<file path="config.mk">
export PLATFORM = sky130hd
export DESIGN_NAME = genome_loader_flat
export DESIGN_NICKNAME = d
export VERILOG_FILES = /design/src/rtl/genetic_pkg.sv /design/src/rtl/genome_loader_if.sv /design/src/rtl/genome_loader.sv /design/src/flat_wrapper.sv
export SDC_FILE = /design/constraint.sdc
export NUM_CORES = 1
export LEC_CHECK = 0
export ABC_AREA = 1
export ABC_CLOCK_PERIOD_IN_PS = 2560
export BUFFER_PORTS_ARGS = -buffer_cell sky130_fd_sc_hd__buf_2
export CORE_ASPECT_RATIO = 0.6
export CORE_MARGIN = 2
export CORE_UTILIZATION = 25
export DETAILED_ROUTE_END_ITERATION = 12
export PLACE_DENSITY = 0.44
export SETUP_SLACK_MARGIN = 0.05
export SLEW_MARGIN = 10
export SYNTH_ARGS = -nofsm -noshare
export SYNTH_HDL_FRONTEND = slang
export SYNTH_SLANG_ARGS = --single-unit
</file>
<file path="constraint.sdc">
create_clock -name clk -period 2.56 [get_ports clk]
set_input_delay 0.256 -clock clk [delete_from_list [all_inputs] [get_ports clk]]
set_output_delay 0.256 -clock clk [all_outputs]
set_load 0.05 [all_outputs]
</file>
<file path="src/rtl/genetic_pkg.sv">
// genetic_pkg: shared types and constants for the evolvable logic-element array.
//   LE_CFG_W / FUNC_W / SEL_W : width of one element configuration and its fields
//   NUM_INPUTS_DEF            : default size of the input bus each element selects from
//   func_e                    : element function codes
//   le_cfg_t                  : one element configuration {ins_b, ins_a, func}
//   sel_out_of_range()        : true when an input select addresses a nonexistent input
package genetic_pkg;

  localparam int LE_CFG_W       = 13;
  localparam int FUNC_W         = 3;
  localparam int SEL_W          = 5;
  localparam int NUM_INPUTS_DEF = 26;

  typedef enum logic [FUNC_W-1:0] {
    AND  = 3'd0,
    OR   = 3'd1,
    NOT  = 3'd2,
    XOR  = 3'd3,
    XNOR = 3'd4,
    NAND = 3'd5,
    NOR  = 3'd6,
    BUF  = 3'd7
  } func_e;

  typedef struct packed {
    logic [SEL_W-1:0] ins_b;
    logic [SEL_W-1:0] ins_a;
    func_e            func;
  } le_cfg_t;

  function automatic logic sel_out_of_range(input logic [SEL_W-1:0] sel, input int num_inputs);
    return int'(sel) >= num_inputs;
  endfunction

endpackage

</file>
<file path="src/rtl/genome_loader_if.sv">
// genome_loader_if: byte-stream valid/ready channel carrying the chromosome.
//   in_data  : chromosome byte        (master -> slave)
//   in_valid : in_data valid          (master -> slave)
//   in_ready : slave accepts this cycle (slave -> master)
interface genome_loader_if;
  logic [7:0] in_data;
  logic       in_valid;
  logic       in_ready;

  modport master (output in_data, output in_valid, input in_ready);
  modport slave  (input in_data, input in_valid, output in_ready);
endinterface

</file>
<file path="src/rtl/genome_loader.sv">
// genome_loader: unpacks a chromosome byte stream into per-element shadow
// configurations and atomically commits them to the live configuration.
//   clk, reset     : clock and synchronous active-high reset
//   bus            : genome_loader_if.slave byte stream (in_data/in_valid/in_ready)
//   abort          : drop the partial frame and return to IDLE
//   conf_func_all  : live function selects, element k at [3k+2:3k]
//   conf_ins_all   : live input selects, element k at [10k+9:10k]
//   busy           : frame in progress
//   load_done      : one-cycle pulse, commit performed
//   load_error     : one-cycle pulse, frame rejected
// Optional feature macro: GENOME_CHECKSUM_EN adds a trailing XOR checksum byte.
//
// state   | meaning
// --------+-----------------------------------------------------------
// IDLE    | waiting for first byte (byte A of element 0)
// LOAD_A  | expecting byte A of element idx
// LOAD_B  | expecting byte B of element idx
// CHECK   | expecting checksum byte (GENOME_CHECKSUM_EN only)
// COMMIT  | one cycle: copy shadow to live, or report rejection
module genome_loader
  import genetic_pkg::*;
#(
  parameter int NUM_LE     = 18,
  parameter int NUM_INPUTS = NUM_INPUTS_DEF
) (
  input  logic                     clk,
  input  logic                     reset,
  genome_loader_if.slave           bus,
  input  logic                     abort,
  output logic [FUNC_W*NUM_LE-1:0] conf_func_all,
  output logic [2*SEL_W*NUM_LE-1:0] conf_ins_all,
  output logic                     busy,
  output logic                     load_done,
  output logic                     load_error
);

  localparam int IDX_W = (NUM_LE > 1) ? $clog2(NUM_LE) : 1;
  localparam logic [IDX_W-1:0] LAST_IDX = IDX_W'(NUM_LE - 1);

`ifdef GENOME_CHECKSUM_EN
  typedef enum logic [2:0] {S_IDLE, S_LOAD_A, S_LOAD_B, S_CHECK, S_COMMIT} state_e;
  logic [7:0] csum_q, csum_d;
`else
  typedef enum logic [2:0] {S_IDLE, S_LOAD_A, S_LOAD_B, S_COMMIT} state_e;
`endif

  state_e           state_q, state_d;
  logic [IDX_W-1:0] idx_q, idx_d;
  logic             err_q, err_d;
  logic             done_q, done_d;
  logic             rej_q, rej_d;
  logic             xfer, wr_a, wr_b, commit_en;
  logic             range_a, range_b;

  // in_ready depends only on state; reset gating keeps it low while in reset.
  assign bus.in_ready = !reset && (state_q != S_COMMIT);
  assign xfer    = bus.in_valid && bus.in_ready && !abort;
  assign range_a = sel_out_of_range(bus.in_data[7:3], NUM_INPUTS);
  assign range_b = sel_out_of_range(bus.in_data[4:0], NUM_INPUTS);

  always_comb begin
    state_d   = state_q;
    idx_d     = idx_q;
    err_d     = err_q;
    done_d    = 1'b0;
    rej_d     = 1'b0;
    wr_a      = 1'b0;
    wr_b      = 1'b0;
    commit_en = 1'b0;
`ifdef GENOME_CHECKSUM_EN
    csum_d    = csum_q;
`endif
    case (state_q)
      S_IDLE: begin
        idx_d = '0;
        err_d = 1'b0;
`ifdef GENOME_CHECKSUM_EN
        csum_d = 8'h00;
`endif
        if (xfer) begin
          wr_a    = 1'b1;
          err_d   = range_a;
`ifdef GENOME_CHECKSUM_EN
          csum_d  = bus.in_data;
`endif
          state_d = S_LOAD_B;
        end
      end
      S_LOAD_A: begin
        if (xfer) begin
          wr_a    = 1'b1;
          err_d   = err_q | range_a;
`ifdef GENOME_CHECKSUM_EN
          csum_d  = csum_q ^ bus.in_data;
`endif
          state_d = S_LOAD_B;
        end
      end
      S_LOAD_B: begin
        if (xfer) begin
          wr_b  = 1'b1;
          err_d = err_q | range_b;
`ifdef GENOME_CHECKSUM_EN
          csum_d = csum_q ^ bus.in_data;
`endif
          if (idx_q == LAST_IDX) begin
`ifdef GENOME_CHECKSUM_EN
            state_d = S_CHECK;
`else
            state_d = S_COMMIT;
`endif
          end else begin
            idx_d   = idx_q + 1'b1;
            state_d = S_LOAD_A;
          end
        end
      end
`ifdef GENOME_CHECKSUM_EN
      S_CHECK: begin
        if (xfer) begin
          err_d   = err_q | (bus.in_data != csum_q);
          state_d = S_COMMIT;
        end
      end
`endif
      S_COMMIT: begin
        commit_en = !err_q;
        done_d    = !err_q;
        rej_d     = err_q;
        idx_d     = '0;
        state_d   = S_IDLE;
      end
      default: state_d = S_IDLE;
    endcase

    // Abort overrides everything, including a commit in flight.
    if (abort && (state_q != S_IDLE)) begin
      state_d   = S_IDLE;
      idx_d     = '0;
      err_d     = 1'b0;
      done_d    = 1'b0;
      rej_d     = 1'b0;
      commit_en = 1'b0;
`ifdef GENOME_CHECKSUM_EN
      csum_d    = 8'h00;
`endif
    end
  end

  always_ff @(posedge clk) begin
    if (reset) begin
      state_q <= S_IDLE;
      idx_q   <= '0;
      err_q   <= 1'b0;
      done_q  <= 1'b0;
      rej_q   <= 1'b0;
`ifdef GENOME_CHECKSUM_EN
      csum_q  <= 8'h00;
`endif
    end else begin
      state_q <= state_d;
      idx_q   <= idx_d;
      err_q   <= err_d;
      done_q  <= done_d;
      rej_q   <= rej_d;
`ifdef GENOME_CHECKSUM_EN
      csum_q  <= csum_d;
`endif
    end
  end

  assign busy       = (state_q != S_IDLE);
  assign load_done  = done_q;
  assign load_error = rej_q;

  for (genvar k = 0; k < NUM_LE; k++) begin : g_le
    localparam logic [IDX_W-1:0] K_IDX = IDX_W'(k);
    le_cfg_t shadow_q, shadow_d, live_q, live_d;

    always_comb begin
      shadow_d = shadow_q;
      live_d   = live_q;
      if (wr_a && (idx_q == K_IDX)) begin
        shadow_d.ins_a = bus.in_data[7:3];
        shadow_d.func  = func_e'(bus.in_data[2:0]);
      end
      if (wr_b && (idx_q == K_IDX)) begin
        shadow_d.ins_b = bus.in_data[4:0];
      end
      if (commit_en) begin
        live_d = shadow_q;
      end
    end

    always_ff @(posedge clk) begin
      if (reset) begin
        shadow_q <= '0;
        live_q   <= '0;
      end else begin
        shadow_q <= shadow_d;
        live_q   <= live_d;
      end
    end

    assign conf_func_all[FUNC_W*k +: FUNC_W]    = live_q.func;
    assign conf_ins_all[2*SEL_W*k +: 2*SEL_W]   = {live_q.ins_b, live_q.ins_a};
  end

endmodule

</file>
<file path="src/flat_wrapper.sv">
// flat-port wrapper written by rule: the top's interface ports become plain ports
module genome_loader_flat import genetic_pkg::*;
#(
  parameter int NUM_LE     = 18,
  parameter int NUM_INPUTS = NUM_INPUTS_DEF
)
  (clk, reset, abort, conf_func_all, conf_ins_all, busy, load_done, load_error, bus_in_data, bus_in_valid, bus_in_ready);
  genome_loader_if bus_i ();
  input  logic clk;
  input  logic reset;
  input  logic abort;
  output logic [FUNC_W*NUM_LE-1:0] conf_func_all;
  output logic [2*SEL_W*NUM_LE-1:0] conf_ins_all;
  output logic busy;
  output logic load_done;
  output logic load_error;
  input wire logic [$bits(bus_i.in_data)-1:0] bus_in_data;
  input wire logic [$bits(bus_i.in_valid)-1:0] bus_in_valid;
  output wire logic [$bits(bus_i.in_ready)-1:0] bus_in_ready;
  assign bus_i.in_data = bus_in_data;
  assign bus_i.in_valid = bus_in_valid;
  assign bus_in_ready = bus_i.in_ready;
  genome_loader #(.NUM_LE(NUM_LE), .NUM_INPUTS(NUM_INPUTS)) u_core (.clk(clk), .reset(reset), .bus(bus_i), .abort(abort), .conf_func_all(conf_func_all), .conf_ins_all(conf_ins_all), .busy(busy), .load_done(load_done), .load_error(load_error));
endmodule
</file>
# Yosys cells after proc, flatten, opt, wreduce, memory -nomap -nowiden
# Index checks and enable logic that the tools add are counted.
# op_classes
add_sub_neg	1
order_cmp	2
eq_ne	25
muxes	16
n_bitwise	3
n_reduce_logical	55
# op_table
cell	n
5-bit by 4-bit == test with 1-bit output, second input constant	8
1-bit logical AND	40
5-bit by 3-bit == test with 1-bit output, second input constant	4
5-bit by 2-bit == test with 1-bit output, second input constant	2
5-bit == test, second input constant	2
5-bit greater-or-equal comparator, second input constant	2
5-bit two-way mux	2
5-bit one-hot mux with 2 select lines	1
1-bit two-way mux	8
3-bit by 2-bit == test with 1-bit output, second input constant	2
3-bit two-way mux	2
2-bit by 1-bit != test with 1-bit output, second input constant	3
3-bit one-hot mux with 2 select lines	1
3-bit AND reduction	2
3-bit nonzero test	2
2-bit OR reduction	3
5-bit by 1-bit adder with 5-bit output, second input constant	1
5-bit by 1-bit == test with 1-bit output, second input constant	1
5-bit logical NOT	1
3-bit by 1-bit == test with 1-bit output, second input constant	1
1-bit logical NOT	3
3-bit logical NOT	1
3-bit by 2-bit != test with 1-bit output, second input constant	1
1-bit one-hot mux with 3 select lines	1
other kinds (7)	8
# totals
ff_bits	479
in_bits	12
out_inout_bits	238
wordCells	215

# Logic depth before layout (Yosys ltp)
# depth
ltp_word	7
ltp_mapped	11
depth_no_buf	10

# Worst setup path after synthesis
# OpenSTA, ideal clock, no wires.
# synth_path
path_kind	reg-to-reg
from	reg u_core.state_q[0]
to	reg u_core.g_le[0].live_q, in the netlist u_core.conf_func_all[0]
setup_ps	64
t_arrival_ps	1878
t_required_ps	2496
path_slack_ps	618
stages_incl_launch_ff	11
path_buffers	3
synth_period_minus_slack_ps	1942
cell_sequence	dfxtp_1 inv_1 ha_1 inv_1 nand2_1 nand3_1 buf_4 buf_2 clkbuf_1 o21ai_0 nor2_1
# synth_via
elab_chain_cells	3
word_cells_on_any_way	5
classes_between	eq/ne (1); mux (2); reduce/logical (2)
# synth_rtl
element	line	rtl
start, declared	genome_loader.sv:47	state_e state_q, state_d;
start signal, assigned	genome_loader.sv:161	state_q <= state_d;
3-bit nonzero test	n/a	
net busy	flat_wrapper.sv:14	output logic busy;
1-bit logical AND	genome_loader.sv:137	if (abort && (state_q != S_IDLE)) begin
1-bit two-way mux	genome_loader.sv:137	
end signal, assigned	genome_loader.sv:201	live_q <= live_d;
end, declared	genome_loader.sv:178	le_cfg_t shadow_q, shadow_d, live_q, live_d;
# The timed path passes the listed nets, and every way through them passes these cells.
# A chain may end at the register's enable or synchronous reset.

# Final worst setup path
# layout_path
from	reg u_core.state_q[0]
to	reg u_core.g_le[1].live_q, in the netlist u_core.conf_ins_all[14]
# layout_via
elab_chain_cells	3
word_cells_on_any_way	5
classes_between	eq/ne (1); mux (2); reduce/logical (2)
# layout_rtl
element	line
3-bit by 2-bit == test with 1-bit output / 3-bit nonzero test (equally long branches)	genome_loader.sv:73, genome_loader.sv:137
1-bit two-way mux / 1-bit logical AND (equally long branches)	genome_loader.sv:73, genome_loader.sv:137
1-bit two-way mux (*)	genome_loader.sv:137
end signal, assigned	genome_loader.sv:201
end, declared	genome_loader.sv:178
# Every way passes the cells marked *; elsewhere a longest branch is shown, timed or not.

==> impl_metrics.toml <==
[power_and_ir_drop]
cellLeakagePower_nw = 8.61
vdd_drop_max_mv = 0.522
power.density_nw_per_um2 = 787

[sta]
tns_ns = 0
max_slew_margin_pct = 46.0
fmaxAchievable_ghz = 0.453
hold_violations = 0
drv_slew = 0
skew_ns = 0.0237
final-setup-viol-count = 0
rsz0062_at_grt = "no"
timing.final.crit_period_ns = 2.21
tightestPinTransition_ns = 0.811
finalCritPeriodShare_pct = 86.2

[setup_path]
cp_max_fo = 143
r2r_start = "u_core.state_q[0]$_SDFFE_PP0P_"
r2r_cells = 8
startpoint_type = "register"
crit_family = "compound AO/OA/AOI/OAI gates"
cpPeakStageDelay_ns = 0.57
cp.required_ns = 3.02
cp-end-kind = "register"
critPathArrivalTime_ns = 2.67
cpMaxStageDelayCell = "o21ai_0"
cp_num_buf_inv = 3
crit_path_cell_trace = "inv_1 > ha_1 > inv_1 > nand2_1 > nand3_4 > buf_12 > o21ai_0 > nor2_1"
criticalPathCategory = "register to register"
r2r_setup_slack_ns = 0.35
crit_start = "u_core.state_q[0]$_SDFFE_PP0P_"
reg2reg_to = "u_core.conf_ins_all[14]$_SDFFE_PP0P_"
path_common_cell = "inv_1"

[global_route]
grt_pass1_vias = 13900
antenna_found_initial = 2
grt_overflow = 0
grtUsageTotal_pct = 14.9
grt_max_degree = 178
grt_pass1_wl_um = 81600

[worst_hold_path]
hold_class = "input pin to register"
min_to = "u_core.g_le[15].shadow_q[10]$_SDFFE_PP0P_"
hp-start = "reset"
whs_path_depth = 2

[final_layout]
fill_cells = 7151
diodes = 0
layout_common_cells = "958 x nor2_1, 478 x dfxtp_1, 467 x o21ai_0"
fin_nets = 2429
layout-drive-gt1-share_pct = 16.3
fin_util_pct = 31.3
area_growth_syn_to_layout_pct = 23.1
mostFrequentLayoutCell = "nor2_1"

[logic_synthesis]
ys_types = 23
ys_ff_latch = 478
avgSynthCellArea_um2 = 7.68
yosysWarnings = 0
syn_area_um2 = 17000
netlist_instances = 2211
synth-seq-area-share_pct = 56.4
synth_nets = 2233

[cts]
cts_setup_buffers = 0
clk_pin_slew_ns = 0.07
cts.path.max_buffers = 3
cts_buffers = 49
holdBufCountCts = 0
cts.htree.levels = 2
cts_tree = "done"
cts.sinks = 478
cts_root_buffer = "clkbuf_16"
clk_latency_ns = 0.60
cts_resized = 0

[die]
die-width_um = 340
row_count = 73
die_h_um = 206
die-area_um2 = 70100
start_util_pct = 25.5
io_pins = 250
coreArea_um2 = 66700

[routing]
drc = 0
routedWlPerCell_um = 16.0
routed_via_density = 4.42
drtIter0Drc = 986
drt_wl_total_um = 53600
drtPass1Iterations = 7
ant_nets = 0
via_count = 14800

[placement]
port-buffer-count = 249
hpwl_um = 35400
gp_congestion = 0.762

[run_status]
outcome = "complete, no violations"

[flow_run]
cap_viol_max_count = 0
cells in the mapped netlist:
cell / count / share of area [%]
a21oi_1: 12 / 0.35
a31oi_1: 1 / 0.037
buf_1: 3 / 0.066
buf_12: 1 / 0.12
buf_2: 25 / 0.74
buf_4: 2 / 0.088
buf_6: 2 / 0.13
clkbuf_1: 99 / 2.2
clkinv_1: 1 / 0.022
clkinv_2: 9 / 0.27
dfxtp_1: 478 / 56
ha_1: 10 / 0.74
inv_1: 39 / 0.86
inv_2: 11 / 0.24
nand2_1: 59 / 1.3
nand2_4: 10 / 0.66
nand3_1: 15 / 0.44
nand4_1: 3 / 0.11
nor2_1: 958 / 21
nor2_4: 3 / 0.20
nor3_1: 2 / 0.059
o21ai_0: 467 / 14
xnor2_1: 1 / 0.052
power breakdown:
part	leakage, nW	switching [mW]	internal [mW]
sequential	3.85	0.0556	7.53
combinational	3.91	0.880	0.266
clock	0.853	3.16	4.53
stage by stage:
step                      cells  setup slack, ns  total power, mW  hold slack (ns)  instance area, um^2
after CTS                  3345            0.413             16.7           0.0168                20900
after floorplan            2211            0.618             8.55            0.421                17000
after global placement     3256            0.454             8.91            0.450                19200
final                      3345            0.353             16.4           0.0527                20900
after global routing       3345            0.231             17.1           0.0262                20900
after detailed placement   3256            0.426             8.92            0.451                19200
state kept, by name, indices dropped and copies added (netlist names):
| name | count |
|---|---|
| u_core.conf_func_all | 54 |
| u_core.err_q | 1 |
| u_core.conf_ins_all | 180 |
| u_core.g_le.shadow_q | 234 |
| u_core.state_q | 2 |
| u_core.load_done | 1 |
| u_core.idx_q | 5 |
| u_core.load_error | 1 |
kinds of logic after synthesis:
| kind of cell | after synthesis | share of synthesized area (%) |
|---|---|---|
| buffers and inverters | 192 | 4.72 |
| XOR/XNOR | 1 | 0.0516 |
| flip-flops | 478 | 56.4 |
| AO/OA/AOI/OAI | 480 | 14.2 |
| adder cells (fa/ha/maj) | 10 | 0.737 |
| AND/OR/NAND/NOR | 1050 | 24.0 |
worst max-delay path by stage:
stage	slack, ns	to	depth (start not counted)
3_5_place_dp	0.43	u_core.g_le[4].shadow_q[5]$_SDFFE_PP0P_	10
5_1_grt	0.23	u_core.g_le[4].shadow_q[4]$_SDFFE_PP0P_	10
2_1_floorplan	0.62	u_core.conf_func_all[0]$_SDFFE_PP0P_	10
3_3_place_gp	0.45	u_core.g_le[4].shadow_q[6]$_SDFFE_PP0P_	10
6_report	0.35	u_core.conf_ins_all[14]$_SDFFE_PP0P_	8
4_1_cts	0.41	u_core.g_le[4].shadow_q[1]$_SDFFE_PP0P_	10
final cells by class:
class                           instances  area [um^2]  area share [%]
Sequential cell                       478         9570            45.8
Multi-Input combinational cell       1541         6620            31.7
Timing Repair Buffer                  277         1590            7.63
Clock buffer                           67         1470            7.02
Tap cell                              900         1130            5.39
Clock inverter                         22          269            1.29
Inverter                               60          251            1.20
routing by layer:
metal  global-route usage, %  routed length, um  part of all wire (%)  vias to the layer above
met5                       0                  0                     0                        -
li1                        -                  -                     -                     7456
met2                    22.0              22400                    42                      296
met1                    22.0              27900                    52                     6950
met3                    2.71               2320                   4.3                       72
met4                    4.00                987                   1.8                        0
(Power assumes the default switching activity.)
